<file path="config.mk">
export PLATFORM = sky130hd
export DESIGN_NAME = passcode_entry_ctrl
export DESIGN_NICKNAME = d
export VERILOG_FILES = /design/src/rtl/passcode_entry_ctrl.sv
export SDC_FILE = /design/constraint.sdc
export NUM_CORES = 1
export LEC_CHECK = 0
export ABC_CLOCK_PERIOD_IN_PS = 4600
export BUFFER_PORTS_ARGS = -buffer_cell sky130_fd_sc_hd__buf_2
export CORE_MARGIN = 2
export CORE_UTILIZATION = 24
export DETAILED_ROUTE_END_ITERATION = 8
export SYNTH_ARGS = -nofsm -noshare
export SYNTH_HDL_FRONTEND = slang
export SYNTH_SLANG_ARGS = --single-unit
</file>
<file path="constraint.sdc">
create_clock -name clk -period 4.6 [get_ports clk]
set_clock_uncertainty 0.15 [all_clocks]
set_input_delay 0.46 -clock clk [delete_from_list [all_inputs] [get_ports clk]]
set_output_delay 0.46 -clock clk [all_outputs]
set_load 0.02 [all_outputs]
</file>
<file path="src/rtl/passcode_entry_ctrl.sv">
// passcode_entry_ctrl: keypad lock sequencer; define LOCKOUT_EN for timed lockout after repeated failures
module passcode_entry_ctrl #(
  parameter logic [15:0] DEFAULT_PW = 16'h1234
`ifdef LOCKOUT_EN
  , parameter int unsigned MAX_FAIL = 3
  , parameter logic [31:0] LOCKOUT_CYCLES = 32'd100_000_000
`endif
) (
  input  logic        clk,
  input  logic        reset,
  input  logic        enter,
  input  logic        clear,
  input  logic        change,
  input  logic [3:0]  switch,
  output logic [15:0] entry_buf,
  output logic [1:0]  digit_idx,
  output logic [2:0]  state_code,
  output logic        unlocked,
  output logic [7:0]  led
);
  localparam logic [2:0] S_IDLE    = 3'd0;
  localparam logic [2:0] S_ENTRY   = 3'd1;
  localparam logic [2:0] S_CHECK   = 3'd2;
  localparam logic [2:0] S_OPEN    = 3'd3;
  localparam logic [2:0] S_NEW     = 3'd4;
  localparam logic [2:0] S_FAIL    = 3'd5;
  localparam logic [2:0] S_LOCKOUT = 3'd6;
  logic [2:0]  state, state_n;
  logic [15:0] pw, pw_n, buf_n, buf_ins;
  logic [1:0]  idx_n;
  logic        enter_q, clear_q, change_q;
  logic        clr_e, ent_e, chg_e;
`ifdef LOCKOUT_EN
  logic [2:0]  fail_cnt, fail_n;
  logic [31:0] cnt, cnt_n;
`endif
  assign state_code = state;
  // clear beats enter beats change; losers are dropped
  assign clr_e = clear & ~clear_q;
  assign ent_e = enter & ~enter_q & ~clr_e;
  assign chg_e = change & ~change_q & ~clr_e & ~ent_e;
  always_comb begin
    buf_ins = entry_buf;
    buf_ins[{~digit_idx, 2'b00} +: 4] = switch;
  end
  always_comb begin
    state_n = state;
    buf_n = entry_buf;
    idx_n = digit_idx;
    pw_n = pw;
`ifdef LOCKOUT_EN
    fail_n = fail_cnt;
    cnt_n = cnt;
`endif
    case (state)
      S_IDLE: if (ent_e) begin
        state_n = S_ENTRY;
        buf_n = '0;
        idx_n = '0;
      end
      S_ENTRY, S_NEW: if (clr_e) begin
        state_n = (state == S_NEW) ? S_OPEN : S_ENTRY;
        buf_n = (state == S_NEW) ? entry_buf : 16'h0;
        idx_n = (state == S_NEW) ? digit_idx : 2'd0;
      end else if (ent_e) begin
        buf_n = buf_ins;
        idx_n = (digit_idx == 2'd3) ? digit_idx : digit_idx + 2'd1;
        state_n = (digit_idx != 2'd3) ? state : (state == S_NEW) ? S_IDLE : S_CHECK;
        pw_n = (digit_idx == 2'd3 && state == S_NEW) ? buf_ins : pw;
      end
      S_CHECK: begin
`ifdef LOCKOUT_EN
        fail_n = (entry_buf == pw) ? 3'd0 : (fail_cnt == 3'd7) ? fail_cnt : fail_cnt + 3'd1;
        cnt_n = LOCKOUT_CYCLES - 32'd1;
        state_n = (entry_buf == pw) ? S_OPEN
                : (32'(fail_cnt) + 32'd1 >= MAX_FAIL) ? S_LOCKOUT : S_FAIL;
`else
        state_n = (entry_buf == pw) ? S_OPEN : S_FAIL;
`endif
      end
      S_OPEN: if (chg_e) begin
        state_n = S_NEW;
        buf_n = '0;
        idx_n = '0;
      end else if (ent_e) state_n = S_IDLE;
      S_FAIL: if (clr_e | ent_e) state_n = S_IDLE;
`ifdef LOCKOUT_EN
      S_LOCKOUT: begin
        state_n = (cnt == 32'd0) ? S_IDLE : S_LOCKOUT;
        fail_n = (cnt == 32'd0) ? 3'd0 : fail_cnt;
        cnt_n = (cnt == 32'd0) ? cnt : cnt - 32'd1;
      end
`endif
      default: state_n = S_IDLE;
    endcase
  end
  always_ff @(posedge clk or negedge reset) begin
    if (!reset) begin
      state <= S_IDLE;
      pw <= DEFAULT_PW;
      entry_buf <= '0;
      digit_idx <= '0;
      enter_q <= 1'b0;
      clear_q <= 1'b0;
      change_q <= 1'b0;
      unlocked <= 1'b0;
      led <= '0;
    end else begin
      state <= state_n;
      pw <= pw_n;
      entry_buf <= buf_n;
      digit_idx <= idx_n;
      enter_q <= enter;
      clear_q <= clear;
      change_q <= change;
      unlocked <= state_n == S_OPEN;
      led <= {(state_n == S_ENTRY || state_n == S_NEW) ? 4'b0001 << idx_n : 4'b0000,
              state_n == S_LOCKOUT, state_n == S_NEW, state_n == S_FAIL, state_n == S_OPEN};
    end
  end
`ifdef LOCKOUT_EN
  always_ff @(posedge clk or negedge reset) begin
    if (!reset) begin
      fail_cnt <= '0;
      cnt <= '0;
    end else begin
      fail_cnt <= fail_n;
      cnt <= cnt_n;
    end
  end
`endif
endmodule
</file>
==> run summary, run 1 <==
Ant. Diodes -> 0
CP Max Fanout -> 32
Tot Pwr -> 1.32 mW
Syn. warnings -> 0
Worst-Margin Slew -> 1110 ps
Finished Layout Cells -> 439
TritonCTS buffer count -> 5
Worst Setup End Kind -> register
layout cells sized above 1 -> 0.211
DR iter-0 viols -> 72
total grt overflow -> 0
reg2reg path depth -> 3
top-area cell type share of the netlist area -> 0.420
drt via density -> 4.70
drt drc -> 0
post-layout net count -> 318
# H-tree levels -> 2
core area -> 10,400 um2
final setup TNS -> 0 ps
Period minus WS final -> 2790 ps
Cells after Synth -> 268
Syn Std Cell Area -> 2560 um2
Synth Register Bits -> 48
Top FF cell, synth -> dfrtp_1
DP HPWL -> 4.72 mm
vias in the first global route -> 2,031
status -> complete, no violations
global-route wire length before repair -> 10.7 mm
final setup violation count -> 0
Die Wd -> 107 um
routed via count -> 2,063
IO Count -> 39
PwrDens -> 448 nW/um2
clock sinks -> 48
Pre-antenna DRT Iters -> 4
syn nets -> 284
Seq/Total Area, Yosys -> 0.471
pre-CTS WS -> 1690 ps
RePlAce Congestion -> 0.787
post-layout util -> 0.285
Post-Place Cells -> 431
port buffer count -> 38
EDFF count, synth -> 0
Period Utilization, post-route -> 0.607
f_max -> 358 MHz
P_leak -> 1.38 nW
startpoint types -> register
commonest non-fill, non-tap cell in the layout -> dfrtp_1
max-cap check violation count -> 0
Hold Path Class -> in -> reg
Root Driver -> clkbuf_8
setup bufs post-CTS -> 0
Arr. time, crit path -> 2830 ps
DRT Wirelength -> 6.56 mm
library cells used by synthesis -> 52
Wirelength per Cell -> 14.9 um
slowest CP cell -> nand4_1
total track usage -> 0.119
CTS tree -> built
post-CTS sizing -> 0
Worst-path clk slew -> 90 ps
mean post-synth cell area -> 9.57 um2
Synth area leaders -> dfrtp_1 (42%), nand2_1 (5.9%), xor2_1 (5.5%)
Area growth, synth to finish -> 15.4%
Initial Util -> 0.247
hold buffers post-CTS -> 0
Die H -> 107 um
Max VDD drop -> 0.177 mV
initial antenna violation count -> 0
worst path cell trace -> ha_1 > nand4_1 > o21ai_0
clk buf depth -> 2
critical path class -> reg -> reg
RSZ-0062 raised after global routing -> no
Async S/R FF share, synth -> 1.00
final worst slack -> 1810 ps
Worst Path Required -> 4640 ps
final hold vios -> 0
clock latency on the worst-skew pair -> 300 ps
most frequent cells in the layout -> dfrtp_1 (43), nand2_1 (40), buf_2 (38)
DRT antenna net count -> 0
num rows -> 37
die area -> 11,500 um2
Slew Viols, Final -> 0
hold path depth -> 1
largest net degree at the start of global routing -> 49
Max stage delay on crit path -> 960 ps
headroom to the max-slew limit -> 0.259
Synth area leader -> dfrtp_1
## synthesized netlist by cell type (4+ instances only)
library cell,instances
nor4_1,6
dfstp_2,5
buf_4,4
a21oi_1,23
ha_1,7
nand2_1,40
o21ai_1,8
o21ai_0,26
nor2b_1,21
o22ai_1,5
clkbuf_1,4
nor2_1,7
xor2_1,16
nand2b_1,4
inv_1,4
dfrtp_1,43
## critical path: cells and delay by family (launching register included)
kind	cells	cell delay [ps]
and+or+nand+nor	1	960
DFF	1	570
adders and majority gates	1	500
AOI/OAI and AO/OA	1	490
## power by group
group,internal (mW),switching (mW)
clock,0.122,0.143
combinational,0.183,0.335
sequential,0.470,0.0703
total,0.776,0.548
## per-layer routing
metal / track usage / part of all wire / up-vias / routed length (um)
li1: - / - / 1006 / -
met1: 0.173 / 0.49 / 986 / 3200
met2: 0.181 / 0.45 / 60 / 2940
met3: 0.0224 / 0.050 / 11 / 326
met4: 0.0302 / 0.013 / 0 / 87
met5: 0 / 0 / - / 0
## final cells by class
class                           count  area, um2
Clock buffer                        7       86.3
Clock inverter                      1       7.51
Fill cell                        1117       7410
Inverter                            5       18.8
Multi-Input combinational cell    204       1280
Sequential cell                    48       1210
Tap cell                          136        170
Timing Repair Buffer               38        190
## registers in the layout, indices dropped and copies added, names as in the netlist
| signal | flops |
|---|---|
| digit_idx | 2 |
| enter_q | 1 |
| state_code | 3 |
| entry_buf | 16 |
| led | 8 |
| clear_q | 1 |
| change_q | 1 |
| pw | 16 |
## worst paths after layout
check	startpoint	to	slack [ps]
max	digit_idx[0]$_DFF_PN0_	pw[10]$_DFFE_PN0P_	1810
min in group asynchronous	reset	entry_buf[14]$_DFFE_PN0P_	190
max reg2reg	digit_idx[0]$_DFF_PN0_	pw[10]$_DFFE_PN0P_	1810
min	enter	enter_q$_DFF_PN0_	130
max in group asynchronous	reset	led[5]$_DFF_PN0_	3440
min reg2reg	pw[12]$_DFFE_PN1P_	pw[12]$_DFFE_PN1P_	340
## stage by stage
step / area (um2) / hold WS (ps)
2_1_floorplan: 2560 / 14.4
3_3_place_gp: 2860 / 322
3_5_place_dp: 2860 / 329
4_1_cts: 2960 / 126
5_1_grt: 2960 / 126
6_report: 2960 / 129
## cells by family (layout without fill, tap and decap cells)
group	after synthesis	in the layout	synth area share
compound gates	75	75	0.177
xor+xnor	17	17	0.0581
fa+ha+maj	7	7	0.0342
buf+inv	16	51	0.0307
flops	48	48	0.471
other cells	1	1	0.00146
simple gates	104	104	0.228
No activity file was read; power rests on OpenSTA's default activity.
==> run 2: changes to the inputs <==
--- a/config.mk
+++ b/config.mk
@@ -5,7 +5,8 @@
 export SDC_FILE = /design/constraint.sdc
 export NUM_CORES = 1
 export LEC_CHECK = 0
-export ABC_CLOCK_PERIOD_IN_PS = 4600
+export ABC_AREA = 1
+export ABC_CLOCK_PERIOD_IN_PS = 2700
 export BUFFER_PORTS_ARGS = -buffer_cell sky130_fd_sc_hd__buf_2
 export CORE_MARGIN = 2
 export CORE_UTILIZATION = 24
==> constraint.sdc (replaced) <==
create_clock -name clk -period 2.7 [get_ports clk]
set_clock_uncertainty 0.15 [all_clocks]
set_input_delay 0.27 -clock clk [delete_from_list [all_inputs] [get_ports clk]]
set_output_delay 0.27 -clock clk [all_outputs]
set_load 0.02 [all_outputs]
==> run 2 against run 1 <==
Against the previous run: critical path depth grew 8; critical path type is now in -> reg; largest cell class unchanged; global-route usage shrank 0.50 points; worst hold slack gained 190 ps; critical endpoint is now entry_buf[10]$_DFFE_PN0P_; final area grew 11%; clock-buffer cell count is the same; cell count grew 21%; register-to-register slack lost 1400 ps; synthesized cell count grew 29%; routed wire length grew 2.2%; flip-flop and latch count is the same; sequential power grew 61%; area after synthesis grew 6.6%.
==> run summary, run 2 <==
status -> complete, no violations
Syn. warnings -> 0 (unchanged)
syn nets -> 363 (+28%)
Pre-antenna DRT Iters -> 4 (unchanged)
# H-tree levels -> 2 (unchanged)
Arr. time, crit path -> 2580 ps (-250 ps)
clock sinks -> 48 (unchanged)
Post-Place Cells -> 519 (+20%)
RePlAce Congestion -> 0.798 (+1.4%)
Power Internal -> 1.53 mW (+98%)
layout filler cell count -> 1,163 (+4.1%)
DP HPWL -> 4.95 mm (+5.0%)
top-area cell type share of the netlist area -> 0.394 (-0.0261)
drt drc -> 0 (unchanged)
Die Wd -> 111 um (+3.1%)
RSZ-0062 raised after global routing -> no
GR Util met1 -> 0.155 (-0.0179)
library cells used by synthesis -> 25 (-52%)
CTS tree -> built
Sw Ratio -> 0.403 (-0.0110)
Worst-Margin Slew -> 1070 ps (-39.2 ps)
met3 usage -> 0.0273 (+0.00494)
sequential power share -> 0.339 (-0.069)
headroom to the max-slew limit -> 0.285 (+0.0266)
final setup TNS -> 0 ps (unchanged)
Syn Std Cell Area -> 2730 um2 (+6.6%)
vias in the first global route -> 2,338 (+15%)
Worst Path Required -> 2770 ps (-1870 ps)
routed via count -> 2,335 (+13%)
critical path class -> in -> reg
M2 GR Usage -> 0.189 (+0.00772)
startpoint types -> primary input
Synth area leader -> dfrtp_1
Wirelength per Cell -> 12.6 um (-15%)
Cells after Synth -> 347 (+29%)
total grt overflow -> 0 (unchanged)
Seq/Total Area, Yosys -> 0.442 (-0.0293)
drt via density -> 4.40 (-6.4%)
EDFF count, synth -> 0 (unchanged)
Synth area leaders -> dfrtp_1 (39%), nand2_1 (15%), inv_1 (6.7%)
IO Count -> 39 (unchanged)
Hold Path Class -> in -> reg
share of total power in combinational logic -> 0.367 (-0.024)
Top Registers -> entry_buf: 16 flops, pw: 16 flops, led: 8 flops
GRT Max-Usage Layer -> met2
Ant. Diodes -> 0 (unchanged)
final setup violation count -> 0 (unchanged)
Initial Util -> 0.249 (+0.00169)
PwrDens -> 784 nW/um2 (+75%)
CP Max Fanout -> 32 (unchanged)
max-cap check violation count -> 0 (unchanged)
Area growth, synth to finish -> 19.8%
Clock power frac -> 0.294 (+0.094)
clk buf depth -> 2 (unchanged)
layout cells sized above 1 -> 0.248 (+0.0369)
port buffer count -> 38 (unchanged)
Max VDD drop -> 0.477 mV (+170%)
mean post-synth cell area -> 7.88 um2 (-18%)
clock latency on the worst-skew pair -> 290 ps (about the same)
Sw Pwr -> 1.04 mW (+89%)
final hold vios -> 0 (unchanged)
sequential cell area -> 1210 um2 (unchanged)
Period minus WS final -> 2510 ps
most frequent cells in the layout -> nand2_1 (111), inv_1 (49), dfrtp_1 (43)
Die H -> 111 um (+3.1%)
Async S/R FF share, synth -> 1.00 (unchanged)
num rows -> 38 (+2.7%)
DRT Wirelength -> 6.70 mm (+2.2%)
Top FF cell, synth -> dfrtp_1
Period Utilization, post-route -> 0.930
Synth Register Bits -> 48 (unchanged)
largest net degree at the start of global routing -> 49 (unchanged)
Finished Layout Cells -> 531 (+21%)
total track usage -> 0.114 (-0.00501)
area of the multi-input gates -> 1260 um2 (-0.98%)
commonest non-fill, non-tap cell in the layout -> nand2_1
f_max -> 398 MHz
DRT antenna net count -> 0 (unchanged)
Root Driver -> clkbuf_16
P_leak -> 1.64 nW (+18%)
Worst Setup End Kind -> register
top-count cell post-synth -> nand2_1
most frequent cells after synthesis -> nand2_1 (111), inv_1 (49), dfrtp_1 (43)
Slew Viols, Final -> 0 (unchanged)
DR iter-0 viols -> 109 (+51%)
initial antenna violation count -> 0 (unchanged)
global-route wire length before repair -> 11.6 mm (+8.2%)
core area -> 11,000 um2 (+5.9%)
post-layout net count -> 406 (+28%)
die area -> 12,300 um2 (+6.4%)
TritonCTS buffer count -> 5 (unchanged)
Worst-path clk slew -> 70 ps (-20 ps)
run 2: through the flow:
step / power (mW) / utilization / area [um2] / hold slack [ps] / setup WS (ps)
after floorplan: 1.64 / - / 2730 / -176 / 817
after global placement: 1.80 / 0.278 / 3050 / 244 / 491
after detailed placement: 1.83 / 0.278 / 3050 / 246 / 401
after CTS: 2.59 / 0.298 / 3270 / 310 / 175
after global routing: 2.75 / 0.298 / 3270 / 341 / 0.712
final: 2.57 / 0.298 / 3270 / 316 / 188
run 2: worst paths after layout:
path | from | to | slack [ps] | cells after the start
setup / recovery | clear | entry_buf[10]$_DFFE_PN0P_ | 190 | 11
hold / removal | switch[1] | pw[9]$_DFFE_PN1P_ | 320 | 5
setup reg to reg | state_code[2]$_DFF_PN0_ | entry_buf[10]$_DFFE_PN0P_ | 410 | 7
hold reg to reg | pw[12]$_DFFE_PN1P_ | pw[12]$_DFFE_PN1P_ | 360 | 2
max in group asynchronous | reset | led[0]$_DFF_PN0_ | 1510 | 3
min in group asynchronous | reset | entry_buf[14]$_DFFE_PN0P_ | 460 | 3
run 2: cell type report:
class,instances,area share
multi-input cells,238,0.386
flip-flops and latches,48,0.369
repair buffers,44,0.0749
inverters,53,0.0608
well taps,140,0.0535
clock buffers,7,0.0466
clock inverters,1,0.00917
run 2: power groups by stage:
| stage | sequential (mW) | combinational (mW) | clock [mW] |
|---|---|---|---|
| 2_1_floorplan | 0.946 | 0.695 | 0 |
| 3_3_place_gp | 0.880 | 0.923 | 0 |
| 3_5_place_dp | 0.882 | 0.944 | 0 |
| 4_1_cts | 0.870 | 0.950 | 0.775 |
| 5_1_grt | 0.885 | 1.06 | 0.801 |
| 6_report | 0.870 | 0.943 | 0.756 |
run 2: kinds of logic (layout without fill, tap and decap cells):
kind of cell | after synthesis | after routing | share of synthesized area
adder cells (fa/ha/maj) | 7 | 7 | 0.0320
AND/OR/NAND/NOR | 173 | 173 | 0.292
AO/OA/AOI/OAI | 57 | 57 | 0.137
buffers and inverters | 61 | 105 | 0.0956
other | 1 | 1 | 0.00137
flip-flops | 48 | 48 | 0.442
run 2: what timing repair did:
action / CTS / global route
hold endpoints to repair: 46 / 0
hold buffers: 4 / 0
setup endpoints to repair: 0 / 3
gates resized for setup: 0 / 0
setup buffers: 0 / 0
run 2: critical path, stage by stage:
cell and delay, ps:
dlygate4sd3_1 520, buf_2 140, nand2_2 140, nand2_1 80
clkinv_1 60, nand2_1 60, nand2_1 80, nand3_2 100
nor2_4 830, nand3_1 200, o21ai_2 100
run 2: per-layer routing:
| layer | up-vias | routed length [um] |
|---|---|---|
| met1 | 1092 | 3290 |
| met3 | 2 | 310 |
| li1 | 1192 | - |
| met5 | - | 0 |
| met4 | 0 | 25 |
| met2 | 49 | 3080 |
